--- config.mk ---
export PLATFORM = sky130hd
export DESIGN_NAME = regfile_mp
export DESIGN_NICKNAME = d
export VERILOG_FILES = /design/src/rtl/regfile_mp.sv
export SDC_FILE = /design/constraint.sdc
export NUM_CORES = 2
export LEC_CHECK = 0
export CELL_PAD_IN_SITES_DETAIL_PLACEMENT = 1
export CELL_PAD_IN_SITES_GLOBAL_PLACEMENT = 2
export CORE_ASPECT_RATIO = 0.6
export CORE_MARGIN = 4
export CORE_UTILIZATION = 36
export DETAILED_ROUTE_END_ITERATION = 8
export PLACE_DENSITY_LB_ADDON = 0.1
export SLEW_MARGIN = 5
export SYNTH_ARGS = -nofsm -noshare
export SYNTH_HDL_FRONTEND = slang
export SYNTH_SLANG_ARGS = --single-unit
--- constraint.sdc ---
create_clock -name clk -period 2.1 [get_ports clk]
set_input_delay 0.42 -clock clk [delete_from_list [all_inputs] [get_ports clk]]
set_output_delay 0.42 -clock clk [all_outputs]
set_load 0.01 [all_outputs]
--- src/rtl/regfile_mp.sv ---
// -----------------------------------------------------------------------------
// regfile_mp -- multi-port register file with sequential clear
//
// Two write ports, two combinational read ports, register 0 hard-wired to zero.
// A one-cycle clr_req starts a sequential clear that zeroes registers
// 1..DEPTH-1, one per enabled clock, while busy is high.
//
// Optional feature macro: REGFILE_BYPASS_EN
//   defined   : a read of an address being written in the same cycle returns
//               the write data combinationally (port 1 has priority).
//   undefined : reads always return the stored (pre-edge) contents.
//
// Parameters
//   DATA_W  register width in bits
//   ADDR_W  address width, DEPTH = 2**ADDR_W
//
// Ports
//   clk              rising-edge clock
//   rst_n            asynchronous active-low reset (zeroes every register)
//   ena              block enable: gates writes, clear progress and read data
//   we0/we1          write enables, ports 0 and 1
//   waddr0/waddr1    write addresses
//   wdata0/wdata1    write data
//   raddr0/raddr1    read addresses
//   rdata0/rdata1    read data (zero when ena=0 or during reset)
//   clr_req          one-cycle request to start a sequential clear
//   busy             high while the sequential clear is in progress
// -----------------------------------------------------------------------------
module regfile_mp #(
   parameter int DATA_W = 32,
   parameter int ADDR_W = 5
) (
   input  logic              clk,
   input  logic              rst_n,
   input  logic              ena,
   input  logic              we0,
   input  logic              we1,
   input  logic [ADDR_W-1:0] waddr0,
   input  logic [ADDR_W-1:0] waddr1,
   input  logic [DATA_W-1:0] wdata0,
   input  logic [DATA_W-1:0] wdata1,
   input  logic [ADDR_W-1:0] raddr0,
   input  logic [ADDR_W-1:0] raddr1,
   output logic [DATA_W-1:0] rdata0,
   output logic [DATA_W-1:0] rdata1,
   input  logic              clr_req,
   output logic              busy
);

   localparam int                DEPTH    = 2**ADDR_W;
   localparam logic [ADDR_W-1:0] LAST_IDX = ADDR_W'(DEPTH - 1);
   localparam logic [ADDR_W-1:0] FIRST_IDX = ADDR_W'(1);

   typedef enum logic {
      S_IDLE  = 1'b0,
      S_CLEAR = 1'b1
   } state_t;

   state_t              r_state;
   state_t              w_state_nxt;
   logic [ADDR_W-1:0]   r_idx;
   logic [DATA_W-1:0]   r_mem [DEPTH];

   logic                w_idle;
   logic                w_wr0;
   logic                w_wr1;
   logic                w_clr_step;
   logic                w_clr_last;
   logic                w_busy;
   logic [DATA_W-1:0]   w_rdata0;
   logic [DATA_W-1:0]   w_rdata1;

   // --------------------------------------------------------------------------
   // Qualified write / clear strobes
   // --------------------------------------------------------------------------
   assign w_idle     = (r_state == S_IDLE);

   // Writes only land in IDLE; address 0 is discarded so register 0 stays zero.
   assign w_wr0      = ena && we0 && (waddr0 != '0) && w_idle;
   assign w_wr1      = ena && we1 && (waddr1 != '0) && w_idle;

   // The clear advances only on enabled cycles; ena=0 freezes it in place.
   assign w_clr_step = ena && (r_state == S_CLEAR);
   assign w_clr_last = w_clr_step && (r_idx == LAST_IDX);

   // --------------------------------------------------------------------------
   // FSM: state register
   // --------------------------------------------------------------------------
   always_ff @(posedge clk or negedge rst_n) begin
      if (!rst_n) begin
         r_state <= S_IDLE;
      end else begin
         r_state <= w_state_nxt;
      end
   end

   // --------------------------------------------------------------------------
   // FSM: next-state logic
   // --------------------------------------------------------------------------
   always_comb begin
      w_state_nxt = r_state;
      case (r_state)
         S_IDLE: begin
            if (ena && clr_req) begin
               w_state_nxt = S_CLEAR;
            end
         end
         S_CLEAR: begin
            // clr_req is deliberately ignored here: a clear cannot restart.
            if (w_clr_last) begin
               w_state_nxt = S_IDLE;
            end
         end
         default: w_state_nxt = S_IDLE;
      endcase
   end

   // --------------------------------------------------------------------------
   // FSM: outputs
   // --------------------------------------------------------------------------
   always_comb begin
      w_busy = 1'b0;
      if (r_state == S_CLEAR) begin
         w_busy = 1'b1;
      end
   end

   assign busy = w_busy;

   // --------------------------------------------------------------------------
   // Clear index counter
   // --------------------------------------------------------------------------
   // Starts at 1 (register 0 needs no clearing) and returns to 1 on the edge
   // that clears the last register, so it never wraps through 0.
   always_ff @(posedge clk or negedge rst_n) begin
      if (!rst_n) begin
         r_idx <= FIRST_IDX;
      end else if (w_clr_step) begin
         if (w_clr_last) begin
            r_idx <= FIRST_IDX;
         end else begin
            r_idx <= r_idx + FIRST_IDX;
         end
      end
   end

   // --------------------------------------------------------------------------
   // Storage array
   // --------------------------------------------------------------------------
   // Write strobes are IDLE-only and the clear strobe is CLEAR-only, so the
   // clear never collides with a port write. Port 1 is written last so that
   // it wins when both ports target the same address.
   always_ff @(posedge clk or negedge rst_n) begin
      if (!rst_n) begin
         for (int i = 0; i < DEPTH; i++) begin
            r_mem[i] <= '0;
         end
      end else begin
         if (w_clr_step) begin
            r_mem[r_idx] <= '0;
         end
         if (w_wr0) begin
            r_mem[waddr0] <= wdata0;
         end
         if (w_wr1) begin
            r_mem[waddr1] <= wdata1;
         end
      end
   end

   // --------------------------------------------------------------------------
   // Read ports
   // --------------------------------------------------------------------------
   // Gating with rst_n keeps the outputs at zero during reset even if a
   // bypass match would otherwise forward write data. The write strobes are
   // already qualified with ena and IDLE, so bypass never fires in CLEAR.
   always_comb begin
      w_rdata0 = '0;
      if (ena && rst_n && (raddr0 != '0)) begin
         w_rdata0 = r_mem[raddr0];
`ifdef REGFILE_BYPASS_EN
         if (w_wr1 && (waddr1 == raddr0)) begin
            w_rdata0 = wdata1;
         end else if (w_wr0 && (waddr0 == raddr0)) begin
            w_rdata0 = wdata0;
         end
`else
         // Stored (pre-edge) value only; new data is visible next cycle.
`endif
      end
   end

   always_comb begin
      w_rdata1 = '0;
      if (ena && rst_n && (raddr1 != '0)) begin
         w_rdata1 = r_mem[raddr1];
`ifdef REGFILE_BYPASS_EN
         if (w_wr1 && (waddr1 == raddr1)) begin
            w_rdata1 = wdata1;
         end else if (w_wr0 && (waddr0 == raddr1)) begin
            w_rdata1 = wdata0;
         end
`else
         // Stored (pre-edge) value only; new data is visible next cycle.
`endif
      end
   end

   assign rdata0 = w_rdata0;
   assign rdata1 = w_rdata1;

endmodule
==> impl_metrics.ini <==
[synthesis]
synthSimpleGateAreaFrac_pct = 23.31
ys_top_cells_by_area = dfrtp_1 39%, mux2i_1 12%, a31oi_1 9.4%, nand3_1 9.2%, nand2_1 5.8%
synth_cell_types = 47
avgSynthCellArea_um2 = 8.428
synth_top_family_by_area = simple AND/OR/NAND/NOR gates
synth_edf_count = 0
yosysMostFrequentCell = nand3_1
synth-xor-area-share_pct = 0
seq_area_frac_synth_pct = 38.80
synth_fa_ha_area_share_pct = 0.09418
yosysTopAreaCell = dfrtp_1
synth_commonest_cells = 1,222 x nand3_1, 1,033 x nand2_1, 1,029 x dfrtp_1
ys_ff_latch = 1030
syn_inst = 7882
synth_compound_area_share_pct = 14.27
ys.flop_type = dfrtp_1
synth_area_mm2 = 0.06643
synth.top_cell.area_share_pct = 38.76
ys.warnings.count = 0
synth_fp_nets = 7977
synthMuxAreaShare_pct = 17.03
ys_async_sr_fraction_pct = 100.0

[placed_design]
dp_hpwl_mm = 244.5
io_buffers = 154
placed_cells = 10529
routabilityCongestion = 0.9923

[drt]
antenna_left = 0
drt_wl_total_mm = 356.6
avgRoutedWirePerCell_um = 33.08
drc_errors = 0
drt-initial-drc-count = 8347
first_pass_iters = 6
vias = 70501
viasPerCell = 6.541

[grt]
grt_util_all_layers_pct = 35.51
grt_pass1_vias = 70546
antenna_found_initial = 6
overflow = 0
grt_max_degree = 155
grt_pass1_wl_mm = 508.1

[setup_path]
cpMaxStageDelayCell = mux4_2
cp-start-kind = flip-flop
endpoint_kind = output pin
crit_start = r_mem[770]$_DFF_PN0_
worstPathRequired_ns = 1.68
rrSetupSlack_ns = -0.04
max_stage_delay_ns = 0.53
critical_path.cell_chain = mux4_2 -> mux2_4 -> nand2_2 -> nand4_1 -> buf_4 -> buf_6
cp_max_fo = 2
critPathArrivalTime_ns = 2.70
reg2reg_from = r_state$_DFF_PN0_
reg2regPathDepth = 9
reg2reg_to = r_mem[647]$_DFF_PN0_
path_class = reg -> out

[sta]
fin_skew_ns = 0.03317
slew_headroom_pct = 37.00
finalCritPeriodShare_pct = 148.4
hold_viol = 0
rsz0062_at_grt = true
fin_crit_ns = 3.117
setup_ws_ns = -1.017
drv_slew = 0
setup_violations = 104
fmax_mhz = 320.8
tightest_slew_ns = 0.9450
whs_ns = 0.1955
fin_tns_setup_ns = -50.86

[status]
violations = setup timing
status = finished, violations left

[cts]
cts_buffers = 114
clkTransAtPathRegs_ns = 0.07
clock_sinks = 1030
cts_tree = yes
clockBufferDepth = 3
insertion_delay_ns = 0.77
cts-root-buf = clkbuf_16
h-tree-depth = 3

[floorplan]
ios = 155
dieArea_mm2 = 0.1917
coreArea_mm2 = 0.1824
row_count = 121
die_h_um = 340.7
die_w_um = 562.6
start_util_pct = 36.41

[finish]
layoutNonFillerInstCount = 10779
antennaDiodeCount = 0
areaGrowthSynthToFinish_pct = 26.88
fill_cells = 20520
seq_area_mm2 = 0.02578
nets = 8330
multiInputGateArea_mm2 = 0.03741
drive_gt1_share_pct = 20.81

[power_and_ir_drop]
power_leakage_nw = 37.01
peakVddDrop_mv = 0.7129
pwr_density_cell_mw_per_mm2 = 719.0

[job]
cap_viol_max_count = 0

[min_path]
min_path_type = in -> async
## worst max-delay path, delay by kind of cell (launching register included)
kind,cells,cell delay (ns)
buf+inv,2,0.38
flops,1,0.40
mux,2,0.85
simple gates,2,0.30
## how the worst max path moves through the flow
| stage | slack [ns] | end | cells after the start |
|---|---|---|---|
| floorplan | 0.004 | rdata0[10] | 6 |
| finish | -1.02 | rdata1[2] | 6 |
| global placement | -1.29 | rdata1[1] | 9 |
| global route | -1.03 | rdata0[0] | 5 |
| detailed placement | -1.30 | rdata0[18] | 9 |
| CTS | -1.02 | rdata1[2] | 6 |
## cell families after synthesis
kind of cell,Yosys count
muxes,962
and+or+nand+nor,3482
DFF,1030
AOI/OAI and AO/OA,1438
adders and majority gates,5
buffers and inverters,965
## per-layer routing
layer  wire, um  up-vias  global-route usage (%)
met3      30260      695                   5.608
met5         13        -                       0
met1     155800    36944                   50.50
met2     152100     3608                   52.87
met4      18430        2                   16.38
li1           -    29252                       -
## cell usage in the layout, fill, tap and decap left out, types with 16 or more instances in the layout
cell type           n
dfrtp_1          1027
clkbuf_8           32
nand2_1           948
nor2_1            972
nand2_2            85
nand4_1            70
clkbuf_1           16
mux4_2            128
buf_4             635
buf_2              48
mux2i_1           768
nand3_2            43
nor2_2             17
a22oi_1           384
clkbuf_16         124
nand3_1          1188
clkinv_2           17
o2111ai_1          21
o21ai_0            27
mux2_4             64
and2_1             34
a31oi_1           989
clkdlybuf4s50_1    81
buf_12            375
buf_6              40
## registers in the layout, summed over array words and instances (netlist names)
signal	cells
r_mem	1024
r_idx	5
r_state	1
## per-stage QoR
step / worst slack (ns) / utilization, % / total power [mW] / instance area (um^2)
after floorplan: 0.003765 / - / 30.77 / 66600
after global placement: -1.289 / 43.55 / 37.78 / 79460
after detailed placement: -1.303 / 43.55 / 38.25 / 79460
after CTS: -1.016 / 45.81 / 60.32 / 83570
after global routing: -1.030 / 46.20 / 62.58 / 84280
final: -1.017 / 46.20 / 60.60 / 84280
## layout make-up
| type | count | share of cell area [%] |
|---|---|---|
| repair buffers | 1198 | 16.76 |
| flip-flops and latches | 1030 | 30.59 |
| clock buffers | 165 | 4.068 |
| well taps | 2460 | 3.652 |
| clock inverters | 35 | 0.5344 |
| multi-input cells | 5887 | 44.38 |
| inverters | 4 | 0.01781 |
## power by group
part | internal [mW] | switching [mW] | total [mW]
Sequential | 22.2 | 2.37 | 24.6
Combinational | 6.17 | 7.84 | 14.0
Clock | 12.5 | 9.58 | 22.0
Total | 40.8 | 19.8 | 60.6
## repair_timing
item,CTS,global route
setup buffers,18,26
endpoints found under the setup margin,65,140
gates cloned,0,9
resized for setup,368,99
hold buffers,2,0
hold endpoints to repair,11,0
pin swaps,98,28
Note: power is estimated with default switching activity, not from simulation.
